## src/rtl/fpga_support_pkg.sv

```systemverilog
// Shared encodings and widths for the ntps FPGA support UART blocks.
// Holds the FSM state codes, the data-bit count and the baud counter width.
package fpga_support_pkg;

  localparam int UART_DATA_BITS = 8;
  localparam int BAUD_CNT_W     = 16;

  typedef logic [2:0] state_t;

  localparam state_t ST_IDLE   = 3'd0;
  localparam state_t ST_START  = 3'd1;
  localparam state_t ST_DATA   = 3'd2;
  localparam state_t ST_PARITY = 3'd3;
  localparam state_t ST_STOP   = 3'd4;

endpackage

```

## src/rtl/support_baud_tick.sv

```systemverilog
// Bit-period counter: counts 0..CLK_DIV-1 while enabled, tick on the last count.
// Ports: clk, areset (sync, active-high), i_clear (frame start), i_en, o_tick.
module support_baud_tick
  import fpga_support_pkg::*;
#(
  parameter int CLK_DIV = 868
) (
  input  logic clk,
  input  logic areset,
  input  logic i_clear,
  input  logic i_en,
  output logic o_tick
);

  localparam logic [BAUD_CNT_W-1:0] LAST =
    BAUD_CNT_W'(CLK_DIV - 1);

  logic [BAUD_CNT_W-1:0] r_cnt;
  logic                  w_tick;

  assign w_tick = i_en && (r_cnt == LAST);
  assign o_tick = w_tick;

  always_ff @(posedge clk) begin
    if (areset || i_clear) begin
      r_cnt <= '0;
    end else if (i_en) begin
      r_cnt <= w_tick ? '0 : r_cnt + 1'b1;
    end
  end

endmodule

```

## src/rtl/support_uart_tx.sv

```systemverilog
// Byte-wide 8N1 serial transmitter, LSB first, idle-high registered txd.
// Ports: clk, areset, tx_valid, tx_data[7:0], tx_ready, tx_done, txd.
// Define SUPPORT_UART_TX_PARITY_EN to insert an even-parity bit before stop.
module support_uart_tx
  import fpga_support_pkg::*;
#(
  parameter int CLK_DIV   = 868,
  parameter int STOP_BITS = 1
) (
  input  logic       clk,
  input  logic       areset,
  input  logic       tx_valid,
  input  logic [7:0] tx_data,
  output logic       tx_ready,
  output logic       tx_done,
  output logic       txd
);

  localparam logic       STOP_LAST = (STOP_BITS == 2);
  localparam logic [2:0] BIT_LAST  = 3'(UART_DATA_BITS - 1);

  state_t     r_state;
  logic [7:0] r_shift;
  logic [2:0] r_bit_cnt;
  logic       r_stop_cnt;
  logic       r_txd;
  logic       r_ready;
  logic       r_done;
`ifdef SUPPORT_UART_TX_PARITY_EN
  logic       r_parity;
`endif

  logic w_accept;
  logic w_tick;
  logic w_busy;

  assign w_accept = tx_valid && r_ready;
  assign w_busy   = (r_state != ST_IDLE);

  support_baud_tick #(
    .CLK_DIV (CLK_DIV)
  ) u_baud (
    .clk     (clk),
    .areset  (areset),
    .i_clear (w_accept),
    .i_en    (w_busy),
    .o_tick  (w_tick)
  );

  always_ff @(posedge clk) begin
    if (areset) begin
      r_state    <= ST_IDLE;
      r_shift    <= '0;
      r_bit_cnt  <= '0;
      r_stop_cnt <= 1'b0;
      r_txd      <= 1'b1;
      r_ready    <= 1'b1;
      r_done     <= 1'b0;
`ifdef SUPPORT_UART_TX_PARITY_EN
      r_parity   <= 1'b0;
`endif
    end else begin
      r_done <= 1'b0;
      unique case (r_state)
        ST_IDLE: begin
          if (w_accept) begin
            r_state    <= ST_START;
            r_shift    <= tx_data;
            r_bit_cnt  <= '0;
            r_stop_cnt <= 1'b0;
            r_txd      <= 1'b0;
            r_ready    <= 1'b0;
`ifdef SUPPORT_UART_TX_PARITY_EN
            r_parity   <= ^tx_data;
`endif
          end
        end
        ST_START: begin
          if (w_tick) begin
            r_state <= ST_DATA;
            r_txd   <= r_shift[0];
            r_shift <= r_shift >> 1;
          end
        end
        ST_DATA: begin
          if (w_tick) begin
            // counter names the bit currently on the line
            if (r_bit_cnt == BIT_LAST) begin
`ifdef SUPPORT_UART_TX_PARITY_EN
              r_state <= ST_PARITY;
              r_txd   <= r_parity;
`else
              r_state <= ST_STOP;
              r_txd   <= 1'b1;
`endif
            end else begin
              r_bit_cnt <= r_bit_cnt + 3'd1;
              r_txd     <= r_shift[0];
              r_shift   <= r_shift >> 1;
            end
          end
        end
`ifdef SUPPORT_UART_TX_PARITY_EN
        ST_PARITY: begin
          if (w_tick) begin
            r_state <= ST_STOP;
            r_txd   <= 1'b1;
          end
        end
`endif
        ST_STOP: begin
          if (w_tick) begin
            if (r_stop_cnt == STOP_LAST) begin
              r_state <= ST_IDLE;
              r_ready <= 1'b1;
              r_done  <= 1'b1;
            end else begin
              r_stop_cnt <= 1'b1;
            end
          end
        end
        default: begin
          r_state <= ST_IDLE;
          r_txd   <= 1'b1;
          r_ready <= 1'b1;
        end
      endcase
    end
  end

  assign txd      = r_txd;
  assign tx_ready = r_ready;
  assign tx_done  = r_done;

endmodule

```

## config.mk

```make
export PLATFORM = sky130hd
export DESIGN_NAME = support_uart_tx
export DESIGN_NICKNAME = d
export VERILOG_FILES = /design/src/rtl/fpga_support_pkg.sv /design/src/rtl/support_baud_tick.sv /design/src/rtl/support_uart_tx.sv
export SDC_FILE = /design/constraint.sdc
export NUM_CORES = 1
export LEC_CHECK = 0
export ABC_AREA = 1
export ABC_CLOCK_PERIOD_IN_PS = 1500
export CORE_AREA = 4 4 62 64
export CTS_BUF_LIST = sky130_fd_sc_hd__clkbuf_8
export DETAILED_ROUTE_END_ITERATION = 6
export DIE_AREA = 0 0 66 68
export GPL_TIMING_DRIVEN = 0
export HOLD_SLACK_MARGIN = 0.05
export PLACE_DENSITY = 0.83
export RECOVER_POWER = 100
export SLEW_MARGIN = 15
export SYNTH_ARGS = -nofsm -noshare
export SYNTH_HDL_FRONTEND = slang
export SYNTH_SLANG_ARGS = --single-unit
```

## constraint.sdc

```tcl
create_clock -name clk -period 1.5 [get_ports clk]
set_input_delay 0.375 -clock clk [delete_from_list [all_inputs] [get_ports clk]]
set_output_delay 0.375 -clock clk [all_outputs]
set_load 0.02 [all_outputs]
```

== Word-level counts from Yosys, hierarchy flattened ==
Index checks and enable logic that the tools add are counted.

* Bits in registers: 34
* Output and inout port bits: 3
* Word-level logic and storage cells: 70
* Input port bits: 11

* Equality and inequality tests: 12
* Muxes and demuxes: 29
* Reductions and logical operators: 16
* Add/subtract/negate cells: 2
* Bitwise operators: 3

{| class="wikitable"
|+ Operators with widths
! cell !! number
|-
| 2-to-1 mux 8 bit || 4
|-
| 2-to-1 mux 3 bit || 9
|-
| one-hot mux 8 bit (3 select lines) || 1
|-
| adder 16 x 1 -> 16 bit, second input constant || 1
|-
| == test 16 x 10 -> 1 bit, second input constant || 1
|-
| 2-to-1 mux 16 bit || 1
|-
| one-hot mux 3 bit (4 select lines) || 1
|-
| AND reduction 4 bit || 3
|-
| 2-to-1 mux 1 bit || 9
|-
| inequality test 2 x 1 -> 1 bit, second input constant || 4
|-
| == test 3 bit, second input constant || 2
|-
| inequality test 2 bit, second input constant || 3
|-
| one-hot mux 3 bit (2 select lines) || 1
|-
| AND reduction 6 bit || 1
|-
| nonzero test 3 bit || 2
|-
| AND reduction 5 bit || 1
|-
| one-hot mux 1 bit (4 select lines) || 1
|-
| nonzero test 2 bit || 2
|-
| adder 3 x 1 -> 3 bit, second input constant || 1
|-
| == test 3 x 1 -> 1 bit, second input constant || 1
|-
| == test 3 x 2 -> 1 bit, second input constant || 1
|-
| logical NOT 3 bit || 1
|-
| NOT 1 bit || 3
|-
| one-hot mux 1 bit (3 select lines) || 1
|-
| 6 further kinds || 7
|}

== Longest topological paths before layout ==
* Depth after elaboration: 4
* Mapped depth: 11
* Depth with buffers taken out: 10

== Cells and area by module ==
Synthesis repeated with hierarchy kept, for this count alone.

* Cells, all modules: 287
* Area, all modules: 1,853.0 um^2

{| class="wikitable"
|+ By module, submodules not included
! module !! area each (um^2) !! cells an instance !! seq. area each (um^2) !! instances
|-
| support_uart_tx || 965.9 || 149 || 340.3 || 1
|-
| support_baud_tick || 887.1 || 138 || 320.3 || 1
|}

== Worst setup path before layout ==
No wires, ideal clock.

* Path kind: flip-flop to flip-flop
* From: register r_bit_cnt[0]
* To: register r_shift[7]
* Cell stages (with the launch flop): 10
* Setup slack: -39 ps
* Data arrival time: 1,425 ps
* Data required time: 1,386 ps
* Clock period less this slack: 1,539 ps
* Library setup time: 114 ps
* Buffers on the path: 1
* Cells stage by stage: dfxtp_1 -> ha_1 -> ha_1 -> nor2_2 -> inv_1 -> o21ai_0 -> nand3_4 -> buf_6 -> a21oi_1 -> nor2_1

* Cells in the longest elaborated chain, start to end: 3

{| class="wikitable"
|+ Ends and longest elaborated chain
! item !! RTL line !! text
|-
| from (decl) || support_uart_tx.sv:24 || <nowiki>logic [2:0] r_bit_cnt;</nowiki>
|-
| from (signal assigned) || support_uart_tx.sv:97 || <nowiki>r_bit_cnt <= r_bit_cnt + 3'd1;</nowiki>
|-
| == test 3 bit || support_uart_tx.sv:88 || <nowiki>if (r_bit_cnt == BIT_LAST) begin</nowiki>
|-
| inequality test 2 bit (no line) || -- ||
|-
| AND reduction 5 bit (no line) || -- ||
|-
| to (signal assigned) || support_uart_tx.sv:68 || <nowiki>r_shift <= tx_data;</nowiki>
|-
| to (signal assigned) || support_uart_tx.sv:82 || <nowiki>r_shift <= r_shift >> 1;</nowiki>
|-
| to (signal assigned) || support_uart_tx.sv:99 || <nowiki>r_shift <= r_shift >> 1;</nowiki>
|-
| to (decl) || support_uart_tx.sv:23 || <nowiki>logic [7:0] r_shift;</nowiki>
|}

No other way between the ends.
A chain may end at the register's enable or synchronous reset.

== Final worst setup path ==
* From: register r_state[2]
* To: register r_state[1]

* Cells in the longest elaborated chain, start to end: 4
* Elaborated cells between the ends (all ways): 14
* Those cells by class: 9 x eq/ne; 1 x mux; 4 x reduce/logical

{| class="wikitable"
|+ Ends and longest elaborated chain
! item !! RTL line !! text
|-
| from (decl) || support_uart_tx.sv:22 || <nowiki>state_t r_state;</nowiki>
|-
| from (signal assigned) || support_uart_tx.sv:52 || <nowiki>r_state <= ST_IDLE;</nowiki>
|-
| from (signal assigned) || support_uart_tx.sv:67 || <nowiki>r_state <= ST_START;</nowiki>
|-
| from (signal assigned) || support_uart_tx.sv:80 || <nowiki>r_state <= ST_DATA;</nowiki>
|-
| nonzero test 3 bit || support_uart_tx.sv:38 || <nowiki>assign w_busy = (r_state != ST_IDLE);</nowiki>
|-
| logical AND 1 bit || support_baud_tick.sv:21 || <nowiki>assign w_tick = i_en && (r_cnt == LAST);</nowiki>
|-
| inequality test 2 x 1 -> 1 bit (no line) || -- ||
|-
| AND reduction 6 bit (no line) || -- ||
|}

Parallel ways exist; a longest one is shown, timed or not.

==> impl_results.md <==
- CP startpoint kind: register
- Avg WL per Cell: 12.0 µm
- H-Tree Level Count: 2
- WP data required: 1.68 ns
- Worst setup EP type: register
- Synth Area in Adders: 2.14%
- Clock Latency Late Sink: 0.28 ns
- Final core utilization: 71.7%
- Power Density: 1560 nW/µm²
- Initial antenna violation count: 0
- Post-place setup slack: -0.420 ns
- Clock Sinks: 33
- Normalized max-slew margin: 59.3%
- Crit path time final: 1.54 ns
- Max-cap violations: 0
- Largest net degree at the start of global routing: 11
- DRC violations left: 0
- Num rows: 21
- N_diodes: 0
- Nets@finish: 317
- Most common cell after layout, fill and taps aside: nand2_1
- DRT iter0 DRCs: 97
- Final setup TNS: -0.100 ns
- Worst Hold Endpoint: r_bit_cnt[0]$_SDFFE_PP0P_
- RSZ-0062 raised after global routing: true
- R2r worst-path depth: 7
- Synth-to-Final Area Change: 34.2%
- Combinational family with the most area after synthesis: simple AND/OR/NAND/NOR gates
- TritonCTS buffer count: 5
- CTS max path bufs: 2
- Fin worst setup slack: -0.0377 ns
- FF-to-FF setup slack: -0.04 ns
- Post-DP Area: 1950 µm²
- Synth top area share: 37.7%
- Simple-Gate Fraction of Synth Area: 37.9%
- Final hold vios: 0
- Syn Inst Count: 267
- Final HPWL DP: 2.53 mm
- Endpoints failing setup: 3
- VDD IR max: 1040 µV
- Crit Path Max Fanout: 4
- Hold WS: 0.474 ns
- Crit Path Class: reg2reg
- Synth unique cells: 25
- Met3 wire length: 204 µm
- TritonCTS clock tree: built
- Failing checks: setup timing
- CTS Hold Bufs: 0
- Total Routing Usage GR: 18.9%
- Post-synthesis compound-gate area fraction: 11.3%
- Most frequent cells in the layout: nand2_1 (57), nor2_1 (36), inv_1 (30), dfxtp_1 (22)
- CTS root buf: clkbuf_8
- Non-filler cells in the finished layout: 349
- Dpl cells: 326
- Metal2 WL: 2.03 mm
- Reg-to-Reg Start: r_state[2]$_SDFFE_PP0P_
- Worst reg2reg endpoint: r_state[1]$_SDFFE_PP0P_
- Top routing layer in use: met4
- Beginning of the worst hold path: r_bit_cnt[0]$_SDFFE_PP0P_
- Hold path cells: 2
- Number of synthesized register bits: 33
- Clk slew on worst S/H paths: 0.06 ns
- Total chip power: 3.66 mW
- Post-synthesis xor/xnor area fraction: 1.50%
- M1 wire length: 1.86 mm
- DIE AREA: 4490 µm²
- Part of the Yosys area used for sequential elements: 37.7%
- Initial Util: 53.4%
- Via count: 1776
- Chip width: 66 µm
- Fmax: 0.650 GHz
- Cell accounting for the most synthesized area: dfxtp_1
- Worst clock skew: 0.00414 ns
- Period utilisation layout: 103%
- Static Leak: 0.966 nW
- Die height: 68 µm
- Syn nets: 281
- Design area: 2350 µm²
- Core box area: 3280 µm²
- Hold Path Class: reg2reg
- Yosys Warn Count: 0
- Pre-antenna DRT Iters: 4
- Layout cells sized above 1: 28.7%
- Avg Inst Size Synth: 6.57 µm²
- Drt total wl: 4.19 mm
- Mux cell area share after synthesis: 0%
- Max Slew Vio Count: 0
- Status: finished, violations left
- Routed Antenna Nets: 0
- RePlAce Congestion: 0.829
- Number of port buffers: 13
- Worst-margin pin slew: 0.606 ns
- GRT overflow: 0
- Synth area leaders: dfxtp_1 (38%), nand2_1 (13%), nor2_1 (9.4%)
- I/O pin cnt: 14
- Critical path data arrival time: 1.72 ns
- Netlist Area Pre-Place: 1750 µm²
- Via/cell ratio: 5.09
- Vias in the first global route: 1515
- First-pass GRT wire length: 6.40 mm
-- synthesized netlist by cell type --
master    instances
buf_4             1
nand3_4           1
inv_2             4
xor2_1            3
a21oi_2           1
ha_1              3
a211oi_1          2
nand2_2           3
nor2_2            5
nand4_2           1
nand2_1          63
buf_6             1
nor2_1           44
inv_1            33
o211ai_1          1
a21oi_1          19
nand4_1           4
buf_2             2
nor3_1            9
nor3b_1           1
nand3_1          17
a31oi_1           1
dfxtp_1          33
nand3_2           2
o21ai_0          13
-- registers in the layout (all words and copies together) (netlist names) --
register / count
r_shift: 8
r_state: 3
txd: 1
tx_ready: 1
u_baud.r_cnt: 16
r_bit_cnt: 3
tx_done: 1
-- power breakdown --
part           switching (mW)  total, mW  leakage, nW  internal [mW]
Sequential              0.115       1.16        0.276           1.05
Clock                   0.300      0.657       0.0485          0.356
Combinational            1.08       1.84        0.642          0.762
Total                    1.50       3.66        0.966           2.17
-- final cells by class --
type,count,area (µm²)
Buffer,4,35.0
Clock buffer,6,82.6
Tap cell,46,57.6
Inverter,37,146
Sequential cell,33,689
Multi-Input combinational cell,193,1080
Timing Repair Buffer,29,254
Fill cell,255,931
Clock inverter,1,3.75
-- critical path, stage by stage, from the launching register on --
cell and delay [ns]:
dfxtp_4 0.39, inv_1 0.07, nor3_1 0.48, nand2_1 0.20, nand2_1 0.11, nor2_2 0.05
nor2_1 0.08, nor2_1 0.05
-- what timing repair did --
action / in CTS / in global routing
setup endpoints to repair: 25 / 25
gates resized for setup: 29 / 45
pin swaps: 7 / 12
buffers inserted: 7 / 8
gates cloned: 1 / 0
-- how the worst max path moves through the flow --
stage | startpoint | end | slack [ns] | cells past startpoint
after floorplan | r_bit_cnt[0]$_SDFFE_PP0P_ | r_shift[7]$_SDFFE_PP0P_ | 0.05 | 9
after global placement | areset | u_baud.r_cnt[4]$_SDFFE_PP0N_ | -0.42 | 6
after detailed placement | areset | u_baud.r_cnt[4]$_SDFFE_PP0N_ | -0.42 | 6
after CTS | r_state[2]$_SDFFE_PP0P_ | u_baud.r_cnt[14]$_SDFFE_PP0N_ | -0.002 | 9
after global routing | r_state[2]$_SDFFE_PP0P_ | r_state[1]$_SDFFE_PP0P_ | -0.10 | 7
final | r_state[2]$_SDFFE_PP0P_ | r_state[1]$_SDFFE_PP0P_ | -0.04 | 7
-- per-layer routing --
metal	global-route usage, %	up-vias
met5	0	-
met2	30.8	42
met4	9.14	0
met3	5.42	8
met1	22.9	801
li1	-	925
-- logic make-up after synthesis --
kind of cell | Yosys count
and+or+nand+nor | 150
buffers and inverters | 41
AOI/OAI and AO/OA | 37
DFF | 33
xor gates and xnor gates | 3
adders and majority gates | 3
No activity file was read; power rests on OpenSTA's default activity.
